### src/rtl/uart_pkg.sv
// Shared state encoding, oversampling constants and baud divisor helper for uart_param_core.
package uart_pkg;

  typedef enum logic [2:0] {StIdle, StStart, StData, StPar, StStop} uart_state_e;

  localparam int unsigned OVS = 16;
  localparam int unsigned MID = 8;

  // Divisor from clk to the 16x oversample strobe, rounded to nearest.
  function automatic int unsigned calc_div(input int unsigned clk_hz, input int unsigned baud);
    return (clk_hz + (OVS * baud) / 2) / (OVS * baud);
  endfunction

endpackage

### src/rtl/uart_sync_fifo.sv
// Synchronous first-word-fall-through FIFO; head shows the oldest entry while not empty.
module uart_sync_fifo #(
  parameter int unsigned WIDTH = 8,
  parameter int unsigned AW    = 3
) (
  input  logic             clk,
  input  logic             rst,
  input  logic             push,
  input  logic             pop,
  input  logic [WIDTH-1:0] wdata,
  output logic             full,
  output logic             empty,
  output logic [WIDTH-1:0] head
);

  localparam logic [AW:0] PTR_ONE = (AW + 1)'(1);

  logic [AW:0]      wr_ptr_q, wr_ptr_d, rd_ptr_q, rd_ptr_d;
  logic [WIDTH-1:0] mem_q [2**AW];

  always_comb begin
    wr_ptr_d = push ? wr_ptr_q + PTR_ONE : wr_ptr_q;
    rd_ptr_d = pop ? rd_ptr_q + PTR_ONE : rd_ptr_q;
  end

  always_ff @(posedge clk) begin
    if (rst) begin
      wr_ptr_q <= '0;
      rd_ptr_q <= '0;
    end else begin
      wr_ptr_q <= wr_ptr_d;
      rd_ptr_q <= rd_ptr_d;
    end
  end

  always_ff @(posedge clk) begin
    if (push) mem_q[wr_ptr_q[AW-1:0]] <= wdata;
  end

  always_comb begin
    empty = (wr_ptr_q == rd_ptr_q);
    full  = (wr_ptr_q[AW] != rd_ptr_q[AW]) && (wr_ptr_q[AW-1:0] == rd_ptr_q[AW-1:0]);
    head  = mem_q[rd_ptr_q[AW-1:0]];
  end

endmodule

### src/rtl/uart_param_core.sv
// Single-clock UART: baud strobe, 16x-oversampled RX into a FIFO, TX, and RX->TX echo path.
// Define UART_PARITY_EN to add an even parity bit after the data bits in both directions.
module uart_param_core
  import uart_pkg::*;
#(
  parameter int unsigned CLK_HZ    = 20000000,
  parameter int unsigned BAUD      = 1200,
  parameter int unsigned DATA_BITS = 8,
  parameter int unsigned FIFO_AW   = 3
) (
  input  logic                 clk,
  input  logic                 rst,
  input  logic                 ser_in,
  output logic                 ser_out,
  input  logic [DATA_BITS-1:0] tx_data,
  input  logic                 tx_valid,
  output logic                 tx_ready,
  output logic [DATA_BITS-1:0] rx_data,
  output logic                 rx_valid,
  input  logic                 rx_ready,
  input  logic                 echo_en,
  output logic                 frame_err,
  output logic                 overrun,
  output logic                 baud_tick
);

  localparam int unsigned   DIV       = calc_div(CLK_HZ, BAUD);
  localparam int unsigned   CW        = $clog2(DIV);
  localparam logic [CW-1:0] TICK_LAST = CW'(DIV - 1);
  localparam logic [CW-1:0] TICK_ONE  = CW'(1);
  localparam logic [3:0]    CNT_LAST  = 4'(OVS - 1);
  localparam logic [3:0]    CNT_MID   = 4'(MID - 1);
  localparam logic [2:0]    BIT_LAST  = 3'(DATA_BITS - 1);

  logic [CW-1:0]        tick_cnt_q, tick_cnt_d;
  logic                 sync1_q, sync2_q, rx_line_q, rx_line_d;
  uart_state_e          rx_state_q, rx_state_d, tx_state_q, tx_state_d;
  logic [3:0]           rx_cnt_q, rx_cnt_d, tx_cnt_q, tx_cnt_d;
  logic [2:0]           rx_bit_q, rx_bit_d, tx_bit_q, tx_bit_d;
  logic [DATA_BITS-1:0] rx_shift_q, rx_shift_d, tx_shift_q, tx_shift_d;
  logic                 rx_perr_q, rx_perr_d, tx_par_q, tx_par_d, ser_out_q, ser_out_d;

  logic                 fifo_push, fifo_pop, fifo_full, fifo_empty;
  logic [DATA_BITS-1:0] fifo_head, tx_load_data;
  logic                 rx_stop_mid, rx_good, tx_idle, echo_pop, tx_load;

  uart_sync_fifo #(
    .WIDTH(DATA_BITS),
    .AW   (FIFO_AW)
  ) u_rx_fifo (
    .clk  (clk),
    .rst  (rst),
    .push (fifo_push),
    .pop  (fifo_pop),
    .wdata(rx_shift_q),
    .full (fifo_full),
    .empty(fifo_empty),
    .head (fifo_head)
  );

  always_ff @(posedge clk) begin
    if (rst) begin
      tick_cnt_q <= '0;
      sync1_q    <= 1'b1;
      sync2_q    <= 1'b1;
      rx_line_q  <= 1'b1;
      rx_state_q <= StIdle;
      rx_cnt_q   <= '0;
      rx_bit_q   <= '0;
      rx_shift_q <= '0;
      rx_perr_q  <= 1'b0;
      tx_state_q <= StIdle;
      tx_cnt_q   <= '0;
      tx_bit_q   <= '0;
      tx_shift_q <= '0;
      tx_par_q   <= 1'b0;
      ser_out_q  <= 1'b1;
    end else begin
      tick_cnt_q <= tick_cnt_d;
      sync1_q    <= ser_in;
      sync2_q    <= sync1_q;
      rx_line_q  <= rx_line_d;
      rx_state_q <= rx_state_d;
      rx_cnt_q   <= rx_cnt_d;
      rx_bit_q   <= rx_bit_d;
      rx_shift_q <= rx_shift_d;
      rx_perr_q  <= rx_perr_d;
      tx_state_q <= tx_state_d;
      tx_cnt_q   <= tx_cnt_d;
      tx_bit_q   <= tx_bit_d;
      tx_shift_q <= tx_shift_d;
      tx_par_q   <= tx_par_d;
      ser_out_q  <= ser_out_d;
    end
  end

  always_comb begin
    tick_cnt_d = baud_tick ? '0 : tick_cnt_q + TICK_ONE;
  end

  // RX next state; rx_line_q holds the previous tick sample so a start needs a 1->0 edge.
  always_comb begin
    rx_state_d = rx_state_q;
    rx_cnt_d   = rx_cnt_q;
    rx_bit_d   = rx_bit_q;
    rx_shift_d = rx_shift_q;
    rx_perr_d  = rx_perr_q;
    rx_line_d  = rx_line_q;
    if (baud_tick) begin
      rx_line_d = sync2_q;
      rx_cnt_d  = rx_cnt_q + 4'd1;
      unique case (rx_state_q)
        StIdle: begin
          if (!sync2_q && rx_line_q) begin
            rx_state_d = StStart;
            rx_cnt_d   = '0;
            rx_perr_d  = 1'b0;
          end
        end
        StStart: begin
          if (rx_cnt_q == CNT_MID) begin
            rx_state_d = sync2_q ? StIdle : StData;
            rx_cnt_d   = '0;
            rx_bit_d   = '0;
          end
        end
        StData: begin
          if (rx_cnt_q == CNT_LAST) begin
            rx_cnt_d   = '0;
            rx_bit_d   = rx_bit_q + 3'd1;
            rx_shift_d = {sync2_q, rx_shift_q[DATA_BITS-1:1]};
            if (rx_bit_q == BIT_LAST) begin
`ifdef UART_PARITY_EN
              rx_state_d = StPar;
`else
              rx_state_d = StStop;
`endif
            end
          end
        end
        StPar: begin
          if (rx_cnt_q == CNT_LAST) begin
            rx_state_d = StStop;
            rx_cnt_d   = '0;
            rx_perr_d  = sync2_q ^ (^rx_shift_q);
          end
        end
        StStop: begin
          if (rx_cnt_q == CNT_LAST) rx_state_d = StIdle;
        end
        default: rx_state_d = StIdle;
      endcase
    end
  end

  // TX next state; a load always wins because it only happens in idle.
  always_comb begin
    tx_state_d = tx_state_q;
    tx_cnt_d   = tx_cnt_q;
    tx_bit_d   = tx_bit_q;
    tx_shift_d = tx_shift_q;
    tx_par_d   = tx_par_q;
    ser_out_d  = ser_out_q;
    if (tx_load) begin
      tx_state_d = StStart;
      tx_cnt_d   = '0;
      tx_shift_d = tx_load_data;
      tx_par_d   = ^tx_load_data;
      ser_out_d  = 1'b0;
    end else if (baud_tick && !tx_idle) begin
      tx_cnt_d = tx_cnt_q + 4'd1;
      if (tx_cnt_q == CNT_LAST) begin
        tx_cnt_d = '0;
        unique case (tx_state_q)
          StStart: begin
            tx_state_d = StData;
            tx_bit_d   = '0;
            ser_out_d  = tx_shift_q[0];
          end
          StData: begin
            if (tx_bit_q == BIT_LAST) begin
`ifdef UART_PARITY_EN
              tx_state_d = StPar;
              ser_out_d  = tx_par_q;
`else
              tx_state_d = StStop;
              ser_out_d  = 1'b1;
`endif
            end else begin
              tx_bit_d   = tx_bit_q + 3'd1;
              tx_shift_d = {1'b0, tx_shift_q[DATA_BITS-1:1]};
              ser_out_d  = tx_shift_q[1];
            end
          end
          StPar: begin
            tx_state_d = StStop;
            ser_out_d  = 1'b1;
          end
          default: begin
            tx_state_d = StIdle;
            ser_out_d  = 1'b1;
          end
        endcase
      end
    end
  end

  always_comb begin
    baud_tick    = (tick_cnt_q == TICK_LAST);
    rx_stop_mid  = baud_tick && (rx_state_q == StStop) && (rx_cnt_q == CNT_LAST);
    rx_good      = rx_stop_mid && sync2_q && !rx_perr_q;
    frame_err    = rx_stop_mid && (!sync2_q || rx_perr_q);
    tx_idle      = (tx_state_q == StIdle);
    tx_ready     = tx_idle && !echo_en;
    echo_pop     = tx_idle && echo_en && !fifo_empty;
    tx_load      = (tx_valid && tx_ready) || echo_pop;
    tx_load_data = echo_pop ? fifo_head : tx_data;
    rx_valid     = !fifo_empty && !echo_en;
    rx_data      = fifo_empty ? '0 : fifo_head;
    fifo_pop     = echo_pop || (rx_valid && rx_ready);
    // A pop in the same cycle frees the slot, so a full FIFO still takes the byte.
    overrun      = rx_good && fifo_full && !fifo_pop;
    fifo_push    = rx_good && !overrun;
    ser_out      = ser_out_q;
  end

endmodule

### config.mk
export PLATFORM = sky130hd
export DESIGN_NAME = uart_param_core
export DESIGN_NICKNAME = d
export VERILOG_FILES = /design/src/rtl/uart_pkg.sv /design/src/rtl/uart_sync_fifo.sv /design/src/rtl/uart_param_core.sv
export SDC_FILE = /design/constraint.sdc
export NUM_CORES = 1
export LEC_CHECK = 0
export CORE_MARGIN = 8
export CORE_UTILIZATION = 36
export DETAILED_ROUTE_END_ITERATION = 16
export DONT_BUFFER_PORTS = 1
export GPL_TIMING_DRIVEN = 0
export PLACE_DENSITY_LB_ADDON = 0.08
export SLEW_MARGIN = 0
export SYNTH_ARGS = -nofsm -noshare
export SYNTH_HDL_FRONTEND = slang
export SYNTH_HIERARCHICAL = 1
export SYNTH_SLANG_ARGS = --single-unit
### constraint.sdc
create_clock -name clk -period 3.5 [get_ports clk]
set_input_delay 0.35 -clock clk [delete_from_list [all_inputs] [get_ports clk]]
set_output_delay 0.35 -clock clk [all_outputs]
set_load 0.1 [all_outputs]
==> key figures <==
Layout
  – Fin util: 0.436
  – Register area: 3180 sq um
  – # fillers: 1381
  – Final #Nets: 523
  – Non-Filler Instances: 723
  – Most frequent cells in the layout: edfxtp_1 (64), dfxtp_1 (63), nor2_1 (50)
  – Layout cells sized above 1: 0.154
  – Commonest non-fill, non-tap cell in the layout: edfxtp_1
  – Ant. Diodes: 0
  – Layout Area Growth over Synthesis: 17.9%
  – Multi-input gate area: 2400 sq um

Placed design
  – DP Worst Slack: -0.734 ns
  – Buffers on Ports: 0
  – GPL Wtd Cong: 0.751
  – Placed cell count: 688
  – Half-perimeter wire length after placement: 8380 microns

Clock network
  – Hold-fix buffers, CTS: 0
  – CTS root buffer: clkbuf_16
  – CTS clk-pin slew, worst paths: 0.06 ns
  – CTS H-Tree Depth: 4
  – Worst-Skew Late Latency: 0.41 ns
  – CTS max path bufs: 2
  – TritonCTS clock tree: done
  – CTS Buf Count: 17
  – Sinks on Clock Net: 127

Critical path
  – FF-to-FF Start: tick_cnt_q[0]
  – Crit path max fanout: 10
  – CP startpoint: tick_cnt_q[0]
  – Worst EP required: 3.54 ns
  – Worst setup EP type: flip-flop
  – Crit path top cell by count: nor2_2
  – Reg2Reg Setup Slack: 0.12 ns
  – Cells along the critical path: ha_1 > nor4b_2 > nand4_2 > clkbuf_1 > nor4_2 > nand2_1 > nor2_2 > nand2b_1 > nor2_2
  – Setup crit end: u_rx_fifo/mem_q[4][2]
  – Crit path arrival time: 3.42 ns
  – Path depth of the worst reg2reg path: 9
  – Startpoint class of the critical path: flip-flop
  – RR Endpoint: u_rx_fifo/mem_q[4][2]
  – Crit Path Category: flip-flop to flip-flop
  – Slowest-stage cell, CP: nor2_2
  – Slowest stage delay, CP: 0.51 ns

Run
  – Max-cap violation count: 0

Timing
  – Worst Skew: 0.00525 ns
  – Final Setup Violations: 0
  – RSZ-0062 raised after global routing: true
  – Tightest Pin Transition: 1.09 ns
  – Setup WS post-layout: 0.120 ns
  – Setup Total Neg Slack: 0 ns
  – Crit share post-route: 0.966
  – Fmax: 296 MHz
  – Crit path time final: 3.38 ns
  – Final Max Tran Viols: 0
  – Slew Limit Headroom: 0.269
  – Final Hold Vio Count: 0

Die
  – Initial Util: 0.370
  – Die H: 141 microns
  – Placeable Area: 15300 sq um
  – Die X: 141 microns
  – Die area: 19900 sq um
  – Row count: 45
  – # IOs: 28

Synth
  – Synth warn: 6
  – Sequential-to-total area share from yosys stat: 0.564
  – Area share of the largest cell type after synthesis: 0.340
  – Post-synth EDFFs: 64
  – Yosys cell types: 49
  – Largest area contributor in the netlist: edfxtp_1
  – Cell Area, Synth: 5650 sq um
  – Syn Area/Cell: 11.8 sq um
  – Cells after Synth: 477
  – Syn nets: 501
  – Ranking of synthesized cells by area: edfxtp_1 (34%), dfxtp_1 (22%), mux4_1 (7.0%), nor2_1 (3.9%), nand2_1 (3.0%)
  – Post-synthesis sequential element count: 127
  – Most used DFF post-synth: edfxtp_1
  – FFs w/ async S/R, synth: 0

Routing
  – Vias per std cell: 4.97
  – Routed wire per std cell: 16.5 microns
  – Routed WL: 12000 microns
  – DR pass1 iterations: 4
  – Post-route ant nets: 0
  – Drt drc: 0
  – Via count: 3595
  – DRT iter0 DRCs: 137

Run status
  – Status: finished, final reports clean

Power and ir drop
  – Net Sw Frac: 0.192
  – Reg power frac: 0.449
  – Power Density: 527 nW/um^2
  – Comb pwr share: 0.021
  – Switching power: 0.674 mW
  – Leakage: 2.26 nW
  – Worst vdd ir: 0.356 mV
  – Design Power: 3.51 mW
  – Clock power frac: 0.530
  – Power Internal: 2.83 mW

GRT
  – Gr usage total: 0.127
  – Vias in the first global route: 3479
  – First-pass GRT wire length: 19100 microns
  – Largest net degree at the start of global routing: 17
  – Initial antenna violation count: 0
  – Total grt overflow: 0

Worst hold path
  – Hold Crit Depth: 1
  – Worst Hold Class: input port to flip-flop
## kinds of logic after synthesis
group / count (synthesis) / synth area share
adder cells (fa/ha/maj): 10 / 0.0222
buffers and inverters: 28 / 0.0253
XOR/XNOR: 28 / 0.0459
AO/OA/AOI/OAI: 48 / 0.0543
multiplexers: 40 / 0.118
flip-flops: 127 / 0.564
AND/OR/NAND/NOR: 196 / 0.170
## sequential cells by signal, indices dropped and copies added (netlist names), 3 cells and up, named ones only
name,count
rx_shift_q,8
u_rx_fifo/wr_ptr_q,4
rx_cnt_q,4
tx_bit_q,3
tick_cnt_q,11
tx_shift_q,8
rx_bit_q,3
u_rx_fifo/rd_ptr_q,4
tx_cnt_q,4
tx_state_q,3
u_rx_fifo/mem_q,64
rx_state_q,3
## per-layer routing
layer,part of all wire,vias to the layer above,global-route usage,routed length (microns)
li1,-,1780,-,-
met1,0.49,1738,0.162,5860
met2,0.45,62,0.191,5360
met3,0.046,15,0.0439,544
met4,0.016,0,0.0520,193
met5,0,-,0,0
## power by group through the flow
stage	Clock (mW)	Sequential [mW]	Combinational, mW
2_1_floorplan	0	1.60	0.0567
3_3_place_gp	0	1.61	0.0720
3_5_place_dp	0	1.61	0.0731
4_1_cts	1.91	1.57	0.0735
5_1_grt	1.98	1.58	0.0809
6_report	1.86	1.58	0.0725
## how the worst min path moves through the flow
stage | to | slack, ns | startpoint
after floorplan | sync2_q | 0.39 | sync1_q
after global placement | sync2_q | 0.39 | sync1_q
after detailed placement | sync2_q | 0.39 | sync1_q
after CTS | sync1_q | 0.01 | ser_in
after global routing | sync1_q | 0.01 | ser_in
final | sync1_q | 0.04 | ser_in
## synth_stat cells (all sizes together), types with 3 or more instances
cell,instances
edfxtp,64
dfxtp,63
nor2,59
nand2,45
a21oi,23
nand3,22
nor2b,18
xnor2,17
mux4,16
mux2i,15
clkbuf,14
nand2b,12
ha,10
xor2,10
and3,9
buf,9
mux2,9
nor3,8
a311o,6
or3,6
inv,5
o21ai,5
a211oi,4
nand3b,4
or2,4
nand4,3
## metrics by stage
stage / area (sq um) / hold WS (ns)
6_report: 6660 / 0.0399
5_1_grt: 6660 / 0.0126
4_1_cts: 6590 / 0.0140
3_5_place_dp: 5940 / 0.393
3_3_place_gp: 5910 / 0.393
2_1_floorplan: 5650 / 0.389
## timing repair
action	in CTS	in global routing
setup buffers	0	3
pin swaps	0	1
cloned	0	0
endpoints found under the setup margin	66	65
resized for setup	7	9
## area by class of cell
cell class | count | share of cell area
Buffer | 23 | 0.0188
Inverter | 5 | 0.00282
Clock buffer | 18 | 0.0645
Multi-Input combinational cell | 322 | 0.361
Timing Repair Buffer | 3 | 0.00526
Tap cell | 211 | 0.0397
Sequential cell | 127 | 0.478
Clock inverter | 14 | 0.0295
## critical path: cells and delay by family (launching register included)
kind | cells | cell delay (ns)
fa+ha+maj | 1 | 0.18
buf+inv | 1 | 0.33
flops | 1 | 0.39
simple gates | 7 | 2.10
Power figures use the tool's default switching activity.
